--- config.mk ---
export PLATFORM = sky130hd
export DESIGN_NAME = rgmii_rx_assembler
export DESIGN_NICKNAME = d
export VERILOG_FILES = /design/src/rtl/rgmii_rx_assembler.sv
export SDC_FILE = /design/constraint.sdc
export NUM_CORES = 1
export LEC_CHECK = 0
export CAP_MARGIN = 20
export CORE_ASPECT_RATIO = 0.8
export CORE_MARGIN = 3
export CORE_UTILIZATION = 50
export CTS_CLUSTER_DIAMETER = 120
export DETAILED_ROUTE_END_ITERATION = 10
export PLACE_DENSITY = 0.83
export SYNTH_ARGS = -nofsm -noshare
export SYNTH_HDL_FRONTEND = slang
export SYNTH_SLANG_ARGS = --single-unit
--- constraint.sdc ---
create_clock -name clk -period 4.2 [get_ports clk]
set_input_delay 0.84 -clock clk [delete_from_list [all_inputs] [get_ports clk]]
set_output_delay 0.84 -clock clk [all_outputs]
set_load 0.01 [all_outputs]
--- src/rtl/rgmii_rx_assembler.sv ---
// ---------------------------------------------------------------------------
// rgmii_rx_assembler
//
// Rebuilds a GMII-style byte stream from the per-cycle rising/falling-edge
// samples of the RGMII receive DDR input stage. It supports 1000 Mb/s (one
// byte per clock from both edges) and 10/100 Mb/s (one nibble per clock,
// taken from the rising-edge sample). RX_DV/RX_ER are decoded from RX_CTL.
//
// Ports:
//   clk          recovered RGMII RX clock
//   rst          synchronous, active-high reset
//   rx_q1        rising-edge sample  {ctl, d[3:0]}
//   rx_q2        falling-edge sample {ctl, d[3:0]}
//   speed        00=10M, 01=100M, 10=1G, 11=1G
//   gmii_rxd     assembled byte
//   gmii_rx_dv   data valid for the current byte
//   gmii_rx_er   receive error for the current byte
//   gmii_rx_v    byte strobe; byte outputs meaningful only when 1
//   nib_err      one-cycle pulse when a frame ends on an odd nibble
//   nib_err_cnt  saturating count of nib_err pulses
//   link_up      in-band link status      (optional)
//   link_speed   in-band speed            (optional)
//   full_duplex  in-band duplex           (optional)
//
// Optional feature macro: RGMII_RX_INBAND_STATUS_EN
//   Defined   : in-band status is decoded from idle cycles and registered
//               after two consecutive identical samples.
//   Undefined : link_up, link_speed and full_duplex are tied to 0.
// ---------------------------------------------------------------------------
module rgmii_rx_assembler #(
    parameter int NIB_ERR_CNT_W = 16
) (
    input  logic                     clk,
    input  logic                     rst,
    input  logic [4:0]               rx_q1,
    input  logic [4:0]               rx_q2,
    input  logic [1:0]               speed,
    output logic [7:0]               gmii_rxd,
    output logic                     gmii_rx_dv,
    output logic                     gmii_rx_er,
    output logic                     gmii_rx_v,
    output logic                     nib_err,
    output logic [NIB_ERR_CNT_W-1:0] nib_err_cnt,
    output logic                     link_up,
    output logic [1:0]               link_speed,
    output logic                     full_duplex
);

    typedef enum logic [1:0] {
        S_IDLE,
        S_HIGH,
        S_LOW
    } state_t;

    function automatic logic [NIB_ERR_CNT_W-1:0] sat_inc(
        input logic [NIB_ERR_CNT_W-1:0] val
    );
        if (&val) return val;
        return val + {{(NIB_ERR_CNT_W-1){1'b0}}, 1'b1};
    endfunction

    // ---- stage p0: per-cycle decode of the DDR samples ----
    logic       dv_p0;
    logic       er_p0;
    logic [3:0] nib_p0;

    assign dv_p0  = rx_q1[4];
    assign er_p0  = rx_q1[4] ^ rx_q2[4];
    assign nib_p0 = rx_q1[3:0];

    state_t     state;
    logic [1:0] active_speed;
    logic       dv_reg;
    logic [3:0] low_nib_p1;
    logic       low_er_p1;
    logic       gig_mode;

    assign gig_mode = (active_speed == 2'b10) || (active_speed == 2'b11);

    // ---- stage p1: registered assembly and outputs ----
    // The reset state is IDLE; IDLE and LOW both expect a low nibble next and
    // react identically, so they only differ in name for readability.
    always_ff @(posedge clk) begin
        if (rst) begin
            state        <= S_IDLE;
            active_speed <= 2'b10;
            dv_reg       <= 1'b0;
            gmii_rxd     <= 8'h00;
            gmii_rx_dv   <= 1'b0;
            gmii_rx_er   <= 1'b0;
            gmii_rx_v    <= 1'b0;
            nib_err      <= 1'b0;
            nib_err_cnt  <= '0;
        end else begin
            dv_reg  <= dv_p0;
            nib_err <= 1'b0;
            // Speed only follows the input between frames, so a mid-frame
            // change takes effect once the frame has ended.
            if (!dv_reg) active_speed <= speed;

            if (gig_mode) begin
                gmii_rxd   <= {rx_q2[3:0], rx_q1[3:0]};
                gmii_rx_dv <= dv_p0;
                gmii_rx_er <= er_p0;
                gmii_rx_v  <= 1'b1;
                state      <= S_IDLE;
            end else begin
                case (state)
                    S_IDLE, S_LOW: begin
                        if (dv_p0) begin
                            low_nib_p1 <= nib_p0;
                            low_er_p1  <= er_p0;
                            gmii_rx_v  <= 1'b0;
                            state      <= S_HIGH;
                        end else begin
                            // Idle strobe keeps carrier/false-carrier visible.
                            gmii_rxd   <= 8'h00;
                            gmii_rx_dv <= 1'b0;
                            gmii_rx_er <= er_p0;
                            gmii_rx_v  <= 1'b1;
                            state      <= S_IDLE;
                        end
                    end
                    S_HIGH: begin
                        if (dv_p0) begin
                            gmii_rxd   <= {nib_p0, low_nib_p1};
                            gmii_rx_dv <= 1'b1;
                            gmii_rx_er <= low_er_p1 | er_p0;
                            gmii_rx_v  <= 1'b1;
                            state      <= S_LOW;
                        end else begin
                            // Frame ended with only a low nibble: drop it.
                            gmii_rxd    <= 8'h00;
                            gmii_rx_dv  <= 1'b0;
                            gmii_rx_er  <= er_p0;
                            gmii_rx_v   <= 1'b1;
                            nib_err     <= 1'b1;
                            nib_err_cnt <= sat_inc(nib_err_cnt);
                            state       <= S_IDLE;
                        end
                    end
                    default: state <= S_IDLE;
                endcase
            end
        end
    end

`ifdef RGMII_RX_INBAND_STATUS_EN
    // ---- in-band status: idle cycles with ctl low on both edges ----
    logic       stat_samp;
    logic [3:0] stat_prev;
    logic       stat_prev_vld;

    assign stat_samp = !rx_q1[4] && !rx_q2[4];

    always_ff @(posedge clk) begin
        if (rst) begin
            stat_prev_vld <= 1'b0;
            link_up       <= 1'b0;
            link_speed    <= 2'b00;
            full_duplex   <= 1'b0;
        end else if (stat_samp) begin
            stat_prev     <= nib_p0;
            stat_prev_vld <= 1'b1;
            // Two identical consecutive samples filter single-cycle glitches.
            if (stat_prev_vld && (stat_prev == nib_p0)) begin
                link_up     <= nib_p0[0];
                link_speed  <= nib_p0[2:1];
                full_duplex <= nib_p0[3];
            end
        end else begin
            stat_prev_vld <= 1'b0;
        end
    end
`else
    assign link_up     = 1'b0;
    assign link_speed  = 2'b00;
    assign full_duplex = 1'b0;
`endif

endmodule

==> run metrics <==
Switching Share=0.2151; Post-CTS Setup Bufs=0; ys async rst share=0; Worst-Margin Slew=943.9 ps; sequential share of the synthesized area=0.4869; layout cells sized above 1=0.07143; setup TNS=0 ps; max-cap violations=0; DP Worst Slack=970.3 ps; port bufs=40; final-report hold violation count=0; diodes inserted=0; highest clock rate=337.9 MHz; Syn Std Cell Area=1624 um^2; post-synth top area cell=dfxtp_1; FP Rows=17; Period minus WS final=2959 ps; first-pass GRT wire length=6851 um; Slowest cell on crit path=or4b_1; Worst EP required=4400 ps; Slew HR=0.3694; clock power share=0.399; Int Pwr=0.5711 mW; Max Transition Viols Final=0; First-pass DRT Iterations=7; Clock Skews=8.243 ps; Mapped Cells=169; Fin Hold WS=485.1 ps; Setup crit end kind=flip-flop; Top reg by flops=nib_err_cnt; largest cells by area after synthesis=dfxtp_1 (39%), edfxtp_1 (9.2%), a222oi_1 (4.9%); Crit Path Max Fanout=8; worst path cell trace=clkdlybuf4s50_1, or4b_1, or4b_4, o21ba_1, a211oi_1; biggest regs=nib_err_cnt (16), gmii_rxd (8), low_nib_p1 (4); residual DRC count=0; min-delay worst type=reg -> reg; wirelength, routed=4135 um; largest net degree at the start of global routing=36; final setup violation count=0; met2 wire len=1951 um; Synth warnings=0; number of hold buffers added after cts=0; Post-synth EDFFs=5; Netlist cell types=43; post-layout util=0.7285; Sequential Power Share=0.518; RSZ-0062 raised after global routing=false; number of I/O pins=46; antenna-violating nets left=0; CTS clk-pin slew, worst paths=70 ps; Leakage=0.7335 nW; Clock Latency Late Sink=280 ps; Clock Sinks=37; chip width=69.72 um; worst vdd rail ir drop=0.2308 mV; top sig layer=met4; crit path launch type=input port; Final Wtd Congestion=0.8880; P per Cell Area=340.3 nW/um^2; Largest register FFs=16; area of the core=2935 um^2; final setup margin=1241 ps; dpl cells=239; cell family with most CP delay=simple AND/OR/NAND/NOR gates; critical path type=in -> reg; Fillers=218; # nets final=224; initial antenna violation count=0; Die Ht=56.98 um; post-cts sizing count=0; Non-Filler Instances=248; # H-tree levels=2; vias in the first global route=1393; post-synth top area share=0.3945; outcome=completed; Top FF cell, synth=dfxtp_1; post-synthesis average cell area=9.610 um^2; sw power=0.1565 mW; Buf/Inv on CP=1; met3 WL=258 um; CP max stage delay=740 ps; Routed WL per cell=16.67 um; met1 WL=1889 um; GRT Util Overall=0.2128; Vias/cell=6.004; initial core utilization=0.5533; Iter 0 DRT Violations=236; full die area=3972 um^2; CP Data Arrival Time=3160 ps; CTS tree=yes; Num CTS Buffers=5; root buf cell=clkbuf_8; vias post-DR=1489; total global routing overflow=0; Syn-to-layout area delta=31.66%; Final Cycle Share=0.7045; maximum root-to-sink buffer count=2; FF+latch count, synth=37; combinational power share=0.083; DPL Wire Length=2898 um
-- power groups by stage --
stage	clock (mW)	combinational, mW	sequential [mW]
6_report	0.291	0.0601	0.377
5_1_grt	0.318	0.0640	0.378
4_1_cts	0.296	0.0600	0.377
3_5_place_dp	0	0.0594	0.385
3_3_place_gp	0	0.0574	0.384
2_1_floorplan	0	0.0296	0.385
-- through the flow --
stage	power (mW)	instance area, um^2
floorplan	0.4142	1635
global placement	0.4413	2022
global route	0.7600	2138
CTS	0.7324	2133
detailed placement	0.4442	2022
finish	0.7277	2138
-- synth_stat cells (2+ instances only) --
cell type	n
nor2b_1	9
edfxtp_1	5
mux2_2	3
o31ai_1	2
clkbuf_1	4
o211ai_1	2
nand2b_1	3
nand2_1	6
o21ai_0	7
buf_1	2
nor3_1	8
or3_1	4
a222oi_1	8
nor3b_1	2
or4_1	2
nand3_1	6
a21oi_1	10
buf_4	4
nor4_1	3
a211oi_1	3
and3_1	2
nand4_1	6
nor2_1	15
dfxtp_1	32
inv_1	3
-- final timing paths --
kind | from | end | slack (ps) | cells past startpoint
worst min-delay path | dv_reg | active_speed[1] | 490 | 1
worst min register to register | dv_reg | active_speed[1] | 490 | 1
worst max register to register | active_speed[1] | nib_err_cnt[15] | 1850 | 4
worst max-delay path | rx_q1[4] | nib_err_cnt[15] | 1240 | 5
-- routing by layer --
metal / vias up / track usage
li1: 716 / -
met1: 714 / 0.3045
met2: 55 / 0.3139
met3: 4 / 0.05634
met4: 0 / 0.07104
met5: - / 0
-- logic make-up (layout without fill, tap and decap cells) --
logic type,after synthesis,count (layout),synth area share
compound gates,39,39,0.1741
xor+xnor,1,1,0.005394
fa+ha+maj,1,1,0.007703
buf+inv,15,53,0.04930
flops,37,37,0.4869
mux,4,4,0.02696
other cells,1,4,0.002309
simple gates,71,71,0.2473
-- layout make-up --
cell class / count / area [um^2] / share of cell area
Sequential cell: 37 / 790.8 / 0.3698
Clock buffer: 8 / 111.4 / 0.05208
Inverter: 3 / 11.26 / 0.005266
Multi-Input combinational cell: 120 / 764.5 / 0.3575
Timing Repair Buffer: 42 / 412.9 / 0.1931
Tap cell: 38 / 47.55 / 0.02224
-- placed cells by master, fill, tap and decap left out, types with 4 or more instances in the layout --
cell	count
dfxtp_1	32
nand3_1	6
nor2b_1	9
or3_1	4
nand2_1	6
edfxtp_1	5
nand4_1	6
a222oi_1	8
o21ai_0	7
clkbuf_8	6
a21oi_1	10
nor2_1	15
nor3_1	8
clkdlybuf4s50_1	40
conb_1	4
Note: power is estimated with default switching activity, not from simulation.
